==> config.mk <==
export PLATFORM = sky130hd
export DESIGN_NAME = ir_gun_emitter
export DESIGN_NICKNAME = d
export VERILOG_FILES = /design/src/rtl/ir_gun_emitter.sv
export SDC_FILE = /design/constraint.sdc
export NUM_CORES = 1
export LEC_CHECK = 0
export BUFFER_PORTS_ARGS = -buffer_cell sky130_fd_sc_hd__buf_2
export CORE_MARGIN = 2
export CORE_UTILIZATION = 55
export CTS_CLUSTER_DIAMETER = 80
export DETAILED_ROUTE_END_ITERATION = 8
export HOLD_SLACK_MARGIN = 0.03
export MAX_ROUTING_LAYER = met4
export PLACE_DENSITY = 0.73
export SLEW_MARGIN = 0
export SYNTH_ARGS = -nofsm -noshare
export SYNTH_HDL_FRONTEND = slang
export SYNTH_SLANG_ARGS = --single-unit
==> constraint.sdc <==
create_clock -name clk -period 4.05 [get_ports clk]
set_input_delay 0.81 -clock clk [delete_from_list [all_inputs] [get_ports clk]]
set_output_delay 0.81 -clock clk [all_outputs]
set_load 0.01 [all_outputs]
==> src/rtl/ir_gun_emitter.sv <==
`default_nettype none
// ============================================================================
//  Module   : ir_gun_emitter
//  Purpose  : Laser-tag IR transmit side. Each trigger press emits one burst
//             of square-wave carrier, then a forced cooldown. Also tracks a
//             magazine of shots with a reload.
//  Revision : 1.0  initial release
// ============================================================================
module ir_gun_emitter #(
  parameter int CARRIER_HALF    = 4,
  parameter int BURST_PERIODS   = 8,
  parameter int COOLDOWN_CYCLES = 32,
  parameter int AMMO_MAX        = 6,
  parameter int AMMO_W          = 3
) (
  input  logic              clk,
  input  logic              CLR,
  input  logic              fire,
  input  logic              reload,
  output logic              ir_out,
  output logic              busy,
  output logic              ready,
  output logic [AMMO_W-1:0] shots_left,
  output logic              empty,
  output logic              shot_done
);

  // Counter widths; each counter needs at least one bit even when its limit is 1.
  localparam int CW = (CARRIER_HALF    > 1) ? $clog2(CARRIER_HALF)    : 1;
  localparam int PW = (BURST_PERIODS   > 1) ? $clog2(BURST_PERIODS)   : 1;
  localparam int KW = (COOLDOWN_CYCLES > 1) ? $clog2(COOLDOWN_CYCLES) : 1;

  localparam logic [CW-1:0]     c_car_last  = CW'(CARRIER_HALF - 1);
  localparam logic [PW-1:0]     c_per_last  = PW'(BURST_PERIODS - 1);
  localparam logic [KW-1:0]     c_cool_last = KW'(COOLDOWN_CYCLES - 1);
  localparam logic [AMMO_W-1:0] c_ammo_full = AMMO_W'(AMMO_MAX);

  localparam logic [1:0] c_st_idle  = 2'd0;
  localparam logic [1:0] c_st_burst = 2'd1;
  localparam logic [1:0] c_st_cool  = 2'd2;

  logic [1:0]        state_q, state_d;
  logic              ir_q, ir_d;
  logic [CW-1:0]     car_q, car_d;
  logic [PW-1:0]     per_q, per_d;
  logic [KW-1:0]     cool_q, cool_d;
  logic [AMMO_W-1:0] shots_q, shots_d;
  logic              fire_prev_q;

  logic              w_fire_rise;
  logic              w_car_wrap;
  logic              w_last_cycle;

  assign w_fire_rise  = fire & ~fire_prev_q;
  assign w_car_wrap   = (car_q == c_car_last);
  // Final cycle of the burst: last carrier count of the last low half-period.
  assign w_last_cycle = (state_q == c_st_burst) && !ir_q && w_car_wrap &&
                        (per_q == c_per_last);

  // Next-state logic for the shot sequencer, carrier generator and magazine.
  always_comb begin
    state_d = state_q;
    ir_d    = ir_q;
    car_d   = car_q;
    per_d   = per_q;
    cool_d  = cool_q;
    shots_d = shots_q;
    case (state_q)
      c_st_idle: begin
        // Reload wins over a simultaneous trigger edge.
        if (reload) begin
          shots_d = c_ammo_full;
        end else if (w_fire_rise && (shots_q != '0)) begin
          state_d = c_st_burst;
          shots_d = shots_q - 1'b1;
          ir_d    = 1'b1;
          car_d   = '0;
          per_d   = '0;
        end
      end
      c_st_burst: begin
        if (w_car_wrap) begin
          car_d = '0;
          if (ir_q) begin
            ir_d = 1'b0;
          end else if (per_q == c_per_last) begin
            state_d = c_st_cool;
            ir_d    = 1'b0;
            cool_d  = '0;
          end else begin
            per_d = per_q + 1'b1;
            ir_d  = 1'b1;
          end
        end else begin
          car_d = car_q + 1'b1;
        end
      end
      c_st_cool: begin
        if (cool_q == c_cool_last) begin
          state_d = c_st_idle;
        end else begin
          cool_d = cool_q + 1'b1;
        end
      end
      default: begin
        state_d = c_st_idle;
        ir_d    = 1'b0;
      end
    endcase
  end

  // State registers; CLR overrides everything, including an active burst.
  always_ff @(posedge clk) begin
    if (CLR) begin
      state_q     <= c_st_idle;
      ir_q        <= 1'b0;
      car_q       <= '0;
      per_q       <= '0;
      cool_q      <= '0;
      shots_q     <= c_ammo_full;
      fire_prev_q <= 1'b0;
    end else begin
      state_q     <= state_d;
      ir_q        <= ir_d;
      car_q       <= car_d;
      per_q       <= per_d;
      cool_q      <= cool_d;
      shots_q     <= shots_d;
      fire_prev_q <= fire;
    end
  end

  assign ir_out     = ir_q;
  assign busy       = (state_q != c_st_idle);
  assign ready      = (state_q == c_st_idle) && (shots_q != '0);
  assign empty      = (shots_q == '0);
  assign shots_left = shots_q;
  assign shot_done  = w_last_cycle;

endmodule
`default_nettype wire

==> results of run 1 <==
-- metal layers --
layer | up-vias | wire length (µm)
li1 | 392 | -
met1 | 333 | 796
met2 | 29 | 741
met3 | 2 | 116
met4 | 0 | 13
met5 | - | 0
-- worst reg2reg max path, stage by stage (launching register included) --
cell and delay, ns:
dfxtp_1 0.36, ha_1 0.22, and3_1 0.18, ha_1 0.19
or3b_1 0.46, or3_1 0.34, a21oi_1 0.16
-- registers in the layout, summed over array words and instances, names as in the netlist --
register / cells
state_q: 2
car_q: 2
shots_left: 3
fire_prev_q: 1
per_q: 3
cool_q: 5
ir_out: 1
-- report_power, final --
part | switching, W | leakage (nW) | internal, W
Sequential | 0.00000494 | 0.138 | 0.000172
Clock | 0.0000568 | 0.0177 | 0.0000368
Combinational | 0.0000157 | 0.241 | 0.0000122
Total | 0.0000775 | 0.397 | 0.000221
-- final cells by class --
class / instances / area [µm²] / area share, %
clock inverters: 1 / 5.00 / 0.523
flip-flops and latches: 17 / 340 / 35.6
repair buffers: 11 / 55.1 / 5.75
well taps: 16 / 20.0 / 2.09
multi-input cells: 70 / 488 / 51.0
inverters: 7 / 26.3 / 2.75
clock buffers: 3 / 22.5 / 2.35
-- how the worst min path moves through the flow --
stage	from	to	slack, ns	depth (start not counted)
detailed placement	cool_q[3]	cool_q[3]	0.48	1
finish	car_q[1]	car_q[1]	0.48	2
global placement	car_q[1]	car_q[1]	0.46	2
floorplan	cool_q[3]	cool_q[3]	0.44	1
global route	car_q[1]	car_q[1]	0.52	2
CTS	cool_q[3]	cool_q[3]	0.49	1
-- logic make-up after synthesis --
family                   share of synthesized area [%]
flip-flops                                        38.6
AND/OR/NAND/NOR                                   22.2
adder cells (fa/ha/maj)                           9.94
buffers and inverters                             5.96
AO/OA/AOI/OAI                                     23.3
-- stage by stage --
step	setup WS, ns	area [µm²]	cells
final	1.67	957	125
after global routing	1.51	957	125
after CTS	1.65	957	125
after detailed placement	2.01	930	121
after global placement	2.02	930	121
after floorplan	2.17	881	100
-- layout by cell type, fill, tap and decap left out, types with 2 or more instances in the layout --
cell type	count
clkbuf_4	3
and3_1	2
nor2_1	4
a31oi_1	3
buf_2	11
nand2_1	7
dfxtp_1	17
nand3b_1	2
a21oi_1	7
nand3_1	3
o211ai_1	7
o21ai_1	2
or3b_1	2
or3_1	3
inv_1	6
ha_1	7
o21ai_0	4
==> reports/results.txt, run 1 <==
Status: complete, no violations
Measured slew at the worst slew-check pin: 0.631 ns
Hold crit path type: register to register
WL final: 1.67 mm
H-tree Lvls: 1
Distinct cells, synth: 35
Synth top area cells: dfxtp_1 39%, ha_1 9.9%, o211ai_1 6.0%
Number of buffers created by CTS: 3
FF-to-FF path depth: 6
FMAX: 420 MHz
Count leader, synth: dfxtp_1
ANT cells: 0
DRT antenna net count: 0
Dpl hpwl: 1.15 mm
Area grow syn2layout: 8.66%
Fillers: 130
Design Power: 0.000298 W
Crit start category: register
Setup TNS: 0 ns
Yosys top cell area share: 38.6%
Count of final setup violators: 0
Count of input and output buffers: 11
Syn_nets: 111
Slew headroom: 57.9%
Final Util: 63.5%
Clock Tree Buf Depth: 2
Top_reg_cell synth: dfxtp_1
Synth Cell Area: 881 µm²
VDD IR-drop max: 0.000268 V
Largest net degree at the start of global routing: 23
Post_cts resized: 0
Post-CTS Setup Bufs: 0
Initial core utilization: 58.5%
Crit path DAT: 1.57 ns
Unrepaired setup endpoints after global routing: no
Die footprint: 1940 µm²
Total track usage: 21.4%
R2R Path End: cool_q[2]
Final Skew: 0.00319 ns
CTS tree: done
Static leakage: 0.397 nW
Sequential area share after synthesis: 38.6%
Slew Viols, Final: 0
Max incr delay on CP: 0.38 ns
Met3 Usage GRT: 8.98%
Worst setup endpoint: shot_done
Data required time of the worst path: 3.24 ns
Mean Syn Cell Area: 8.81 µm²
Hold-fix buffers at CTS: 0
Reg-to-reg setup timing slack: 2.07 ns
Instance count on the critical path: 5
Maximum fanout along the worst path: 7
Core area: 1510 µm²
Maxcap violations: 0
Site Rows: 14
DR pass1 iterations: 4
Fraction of registers with async set/reset: 0%
Worst R2R Start: cool_q[0]
WL per Instance: 13.3 µm
Post-route clock period utilization: 58.8%
Share of layout cells above drive strength 1: 14.7%
Crit. End Element: primary output
DIE HEIGHT: 44.0 µm
Worst path slowest cell: dfxtp_1
Gp weighted congestion: 0.721
Grt met2 use: 28.2%
Critical path buffers and inverters: 1
Vias in the first global route: 651
Hold_ws: 0.484 ns
Final Net Count: 121
Min Tclk post-route: 2.38 ns
Setup Crit Path Kind: register to primary output
Dominant cell type by area after synthesis: dfxtp_1
Post-route DRC: 0
Initial DRC count: 22
Final Hold Viols: 0
Post-Synthesis Cells: 100
EDFF count, synth: 0
Met1 GRT Util: 28.9%
First-pass GRT wire length: 2.92 mm
Top delay family on crit path: simple AND/OR/NAND/NOR gates
#FFs+latches synth: 17
Via density: 6.05
Clock sink count: 17
Routed vias: 756
Cell breakdown of the critical path: ha_1 > ha_1 > nand4b_1 > nor2_1 > buf_2
Post-synth top cells: 17 x dfxtp_1, 7 x a21oi_1, 7 x ha_1, 7 x nand2_1, 7 x o211ai_1
Cell repeated most along the worst path: ha_1
Power Dens Cells: 311 nW/µm²
IO Pins: 12
Final global-route overflow total: 0
Worst skew pair latency: 0.30 ns
Origin of the worst setup path: per_q[0]
Clock transition at path regs: 0.10 ns
Die width: 44.0 µm
Ys Warns: 0
Clock Tree Root: clkbuf_4
Antenna violations before repair: 0
Top Usage Layer GRT: met1
Note: power is estimated with default switching activity, not from simulation.
==> inputs of run 2 (changes only) <==
- ABC_AREA: default -> 1
- PLACE_DENSITY: 0.73 -> 0.72
- clock period: 4.05 -> 2.2 ns (I/O delays scaled with it)
==> run 2 against run 1 <==
Net effect:
- non-clock buffer count is the same
- wire length grew 19%
- combinational power grew to 3.8 times the previous value
- count of clock-buffer cells in the layout grew 1
- via count grew 23%
- first-iteration DRC count shrank 4.5%
- die area grew 14%
- sequential cell count is the same
- sequential share of layout area shrank 5.2 points
==> reports/results.txt, run 2 <==
Clock Tree Root: clkbuf_4
Area grow syn2layout: 9.94%
Count of input and output buffers: 11 (unchanged)
Pre-CTS worst setup slack: 0.555 ns (-1.46 ns)
Crit. End Element: primary output
Post_cts resized: 0 (unchanged)
Final global-route overflow total: 0 (unchanged)
Final Util: 64.9% (+1.4 points)
Mean Syn Cell Area: 7.08 µm² (-20%)
Post-route DRC: 0 (unchanged)
Worst skew pair latency: 0.30 ns (about the same)
Post-placement cell area: 1090 µm² (+18%)
Fraction of registers with async set/reset: 0% (unchanged)
Total track usage: 21.6% (+0.18 points)
Core area: 1730 µm² (+15%)
Dominant cell type by area after synthesis: dfxtp_1
Measured slew at the worst slew-check pin: 0.385 ns (-0.246 ns)
Post-Synthesis Cells: 144 (+44%)
Die width: 47.1 µm (+6.9%)
Yosys top cell area share: 33.4% (-5.3 points)
Max reg flops: 5 (unchanged)
Gp weighted congestion: 0.819 (+14%)
Clock sink count: 17 (unchanged)
Die footprint: 2210 µm² (+14%)
Crit start category: register
Post-synth top cells: 33 x nand2_1, 21 x nor2_1, 18 x inv_1
Final Hold Viols: 0 (unchanged)
Largest reg by FF count: cool_q
Worst R2R Start: shots_left[0]
Crit path DAT: 1.56 ns (about the same)
Count of final setup violators: 0 (unchanged)
Count leader, synth: nand2_1
Post-route clock period utilization: 90.8%
Top_reg_cell synth: dfxtp_1
Initial core utilization: 59.1% (+0.59 points)
Final WS setup: 0.202 ns (-1.47 ns)
#FFs+latches synth: 17 (unchanged)
WL final: 1.98 mm (+19%)
Clock Tree Buf Depth: 2 (unchanged)
Syn_nets: 155 (+40%)
Final Net Count: 170 (+40%)
Commonest non-fill, non-tap cells in the layout: 33 x nand2_1, 21 x nor2_1, 18 x inv_1
Slew Viols, Final: 0 (unchanged)
Static leakage: 0.583 nW (+47%)
Hold crit path type: input port to register
Via density: 5.09 (-16%)
Hold-fix buffers at CTS: 0 (unchanged)
Initial DRC count: 21 (-4.5%)
Maximum fanout along the worst path: 8 (+1)
Sequential area share after synthesis: 33.4% (-5.3 points)
ANT cells: 0 (unchanged)
R2R Path End: per_q[2]
Antenna violations before repair: 0 (unchanged)
Slew headroom: 74.3% (+16 points)
Vias in the first global route: 781 (+20%)
Data required time of the worst path: 1.76 ns (-1.48 ns)
Ys Warns: 0 (unchanged)
Status: complete, no violations
Share of layout cells above drive strength 1: 17.1% (+2.4 points)
Number of buffers created by CTS: 3 (unchanged)
Setup Crit Path Kind: register to primary output
Synth top area cells: dfxtp_1 33%, nand2_1 12%, ha_1 8.6%
FMAX: 501 MHz
Worst Hold Path EP: fire_prev_q
First-pass GRT wire length: 3.22 mm (+10%)
Commonest non-fill, non-tap cell in the layout: nand2_1
DRT antenna net count: 0 (unchanged)
Routed vias: 931 (+23%)
IO Pins: 12 (unchanged)
Site Rows: 15 (+1)
Reg-to-reg setup timing slack: 0.56 ns (-1.51 ns)
CTS tree: done
H-tree Lvls: 1 (unchanged)
FF-to-FF path depth: 10 (+4)
Design Area, Final: 1120 µm² (+17%)
Distinct cells, synth: 24 (-31%)
DIE HEIGHT: 47.1 µm (+6.9%)
Dpl hpwl: 1.53 mm (+33%)
WL per Instance: 10.8 µm (-19%)
EDFF count, synth: 0 (unchanged)
Setup TNS: 0 ns (unchanged)
Post-CTS Setup Bufs: 0 (unchanged)
Min-delay src: fire
Unrepaired setup endpoints after global routing: no
VDD IR-drop max: 0.000459 V (+71%)
DR pass1 iterations: 4 (unchanged)
Final Skew: 0.0109 ns (+0.00772 ns)
Min Tclk post-route: 2.00 ns
Largest net degree at the start of global routing: 10 (-57%)
Hold Path Stages: 3 (+1)
Design Power: 0.000613 W (+110%)
Clock transition at path regs: 0.11 ns (about the same)
Synth Cell Area: 1020 µm² (+16%)
Power Dens Cells: 547 nW/µm² (+76%)
Maxcap violations: 0 (unchanged)
-- run 2: area by class of cell --
cell class,count,area [µm²]
fill,170,606
multi-input combinational,105,589
clock buffer,4,26.3
timing repair buffer,11,55.1
sequential,17,340
inverter,21,78.8
tap,25,31.3
-- run 2: critical path: stages, from the launching register on --
cell     delay, ns
dfxtp_1       0.57
inv_2         0.12
nor2_4        0.19
nand4_4       0.17
inv_1         0.08
buf_2         0.12
-- run 2: cell families (layout without fill, tap and decap cells) --
kind of cell               count (synthesis)  in the layout  share of synthesized area (%)
AOI/OAI and AO/OA                         16             16                           9.69
buffers and inverters                     22             36                           8.83
and+or+nand+nor                           82             82                           39.5
DFF                                       17             17                           33.4
adders and majority gates                  7              7                           8.59
-- run 2: worst max path at each step --
| stage | end | depth (start not counted) | startpoint | slack (ns) |
|---|---|---|---|---|
| 6_report | shot_done | 5 | state_q[0] | 0.20 |
| 5_1_grt | shot_done | 5 | state_q[0] | 0.09 |
| 4_1_cts | shot_done | 5 | state_q[0] | 0.21 |
| 3_5_place_dp | shot_done | 5 | state_q[0] | 0.55 |
| 3_3_place_gp | shot_done | 5 | state_q[0] | 0.55 |
| 2_1_floorplan | per_q[0] | 10 | shots_left[0] | 0.63 |
-- run 2: power breakdown --
group / total [W] / switching (W) / internal (W)
Sequential: 0.000336 / 0.0000129 / 0.000323
Clock: 0.000173 / 0.000102 / 0.0000707
Combinational: 0.000105 / 0.0000661 / 0.0000388
Total: 0.000613 / 0.000181 / 0.000432
-- run 2: through the flow --
stage	hold slack, ns	std cells
after detailed placement	0.484	179
after global routing	0.345	183
after global placement	0.474	179
final	0.358	183
after floorplan	0.459	144
after CTS	0.342	183
-- run 2: metal layers --
layer	vias up	track usage [%]	routed length [µm]	share of wire (%)
met5	-	-	0	0
met4	0	10.6	29	1.5
met3	4	4.23	94	4.7
met2	19	33.7	910	46
met1	416	26.6	945	48
li1	492	-	-	-
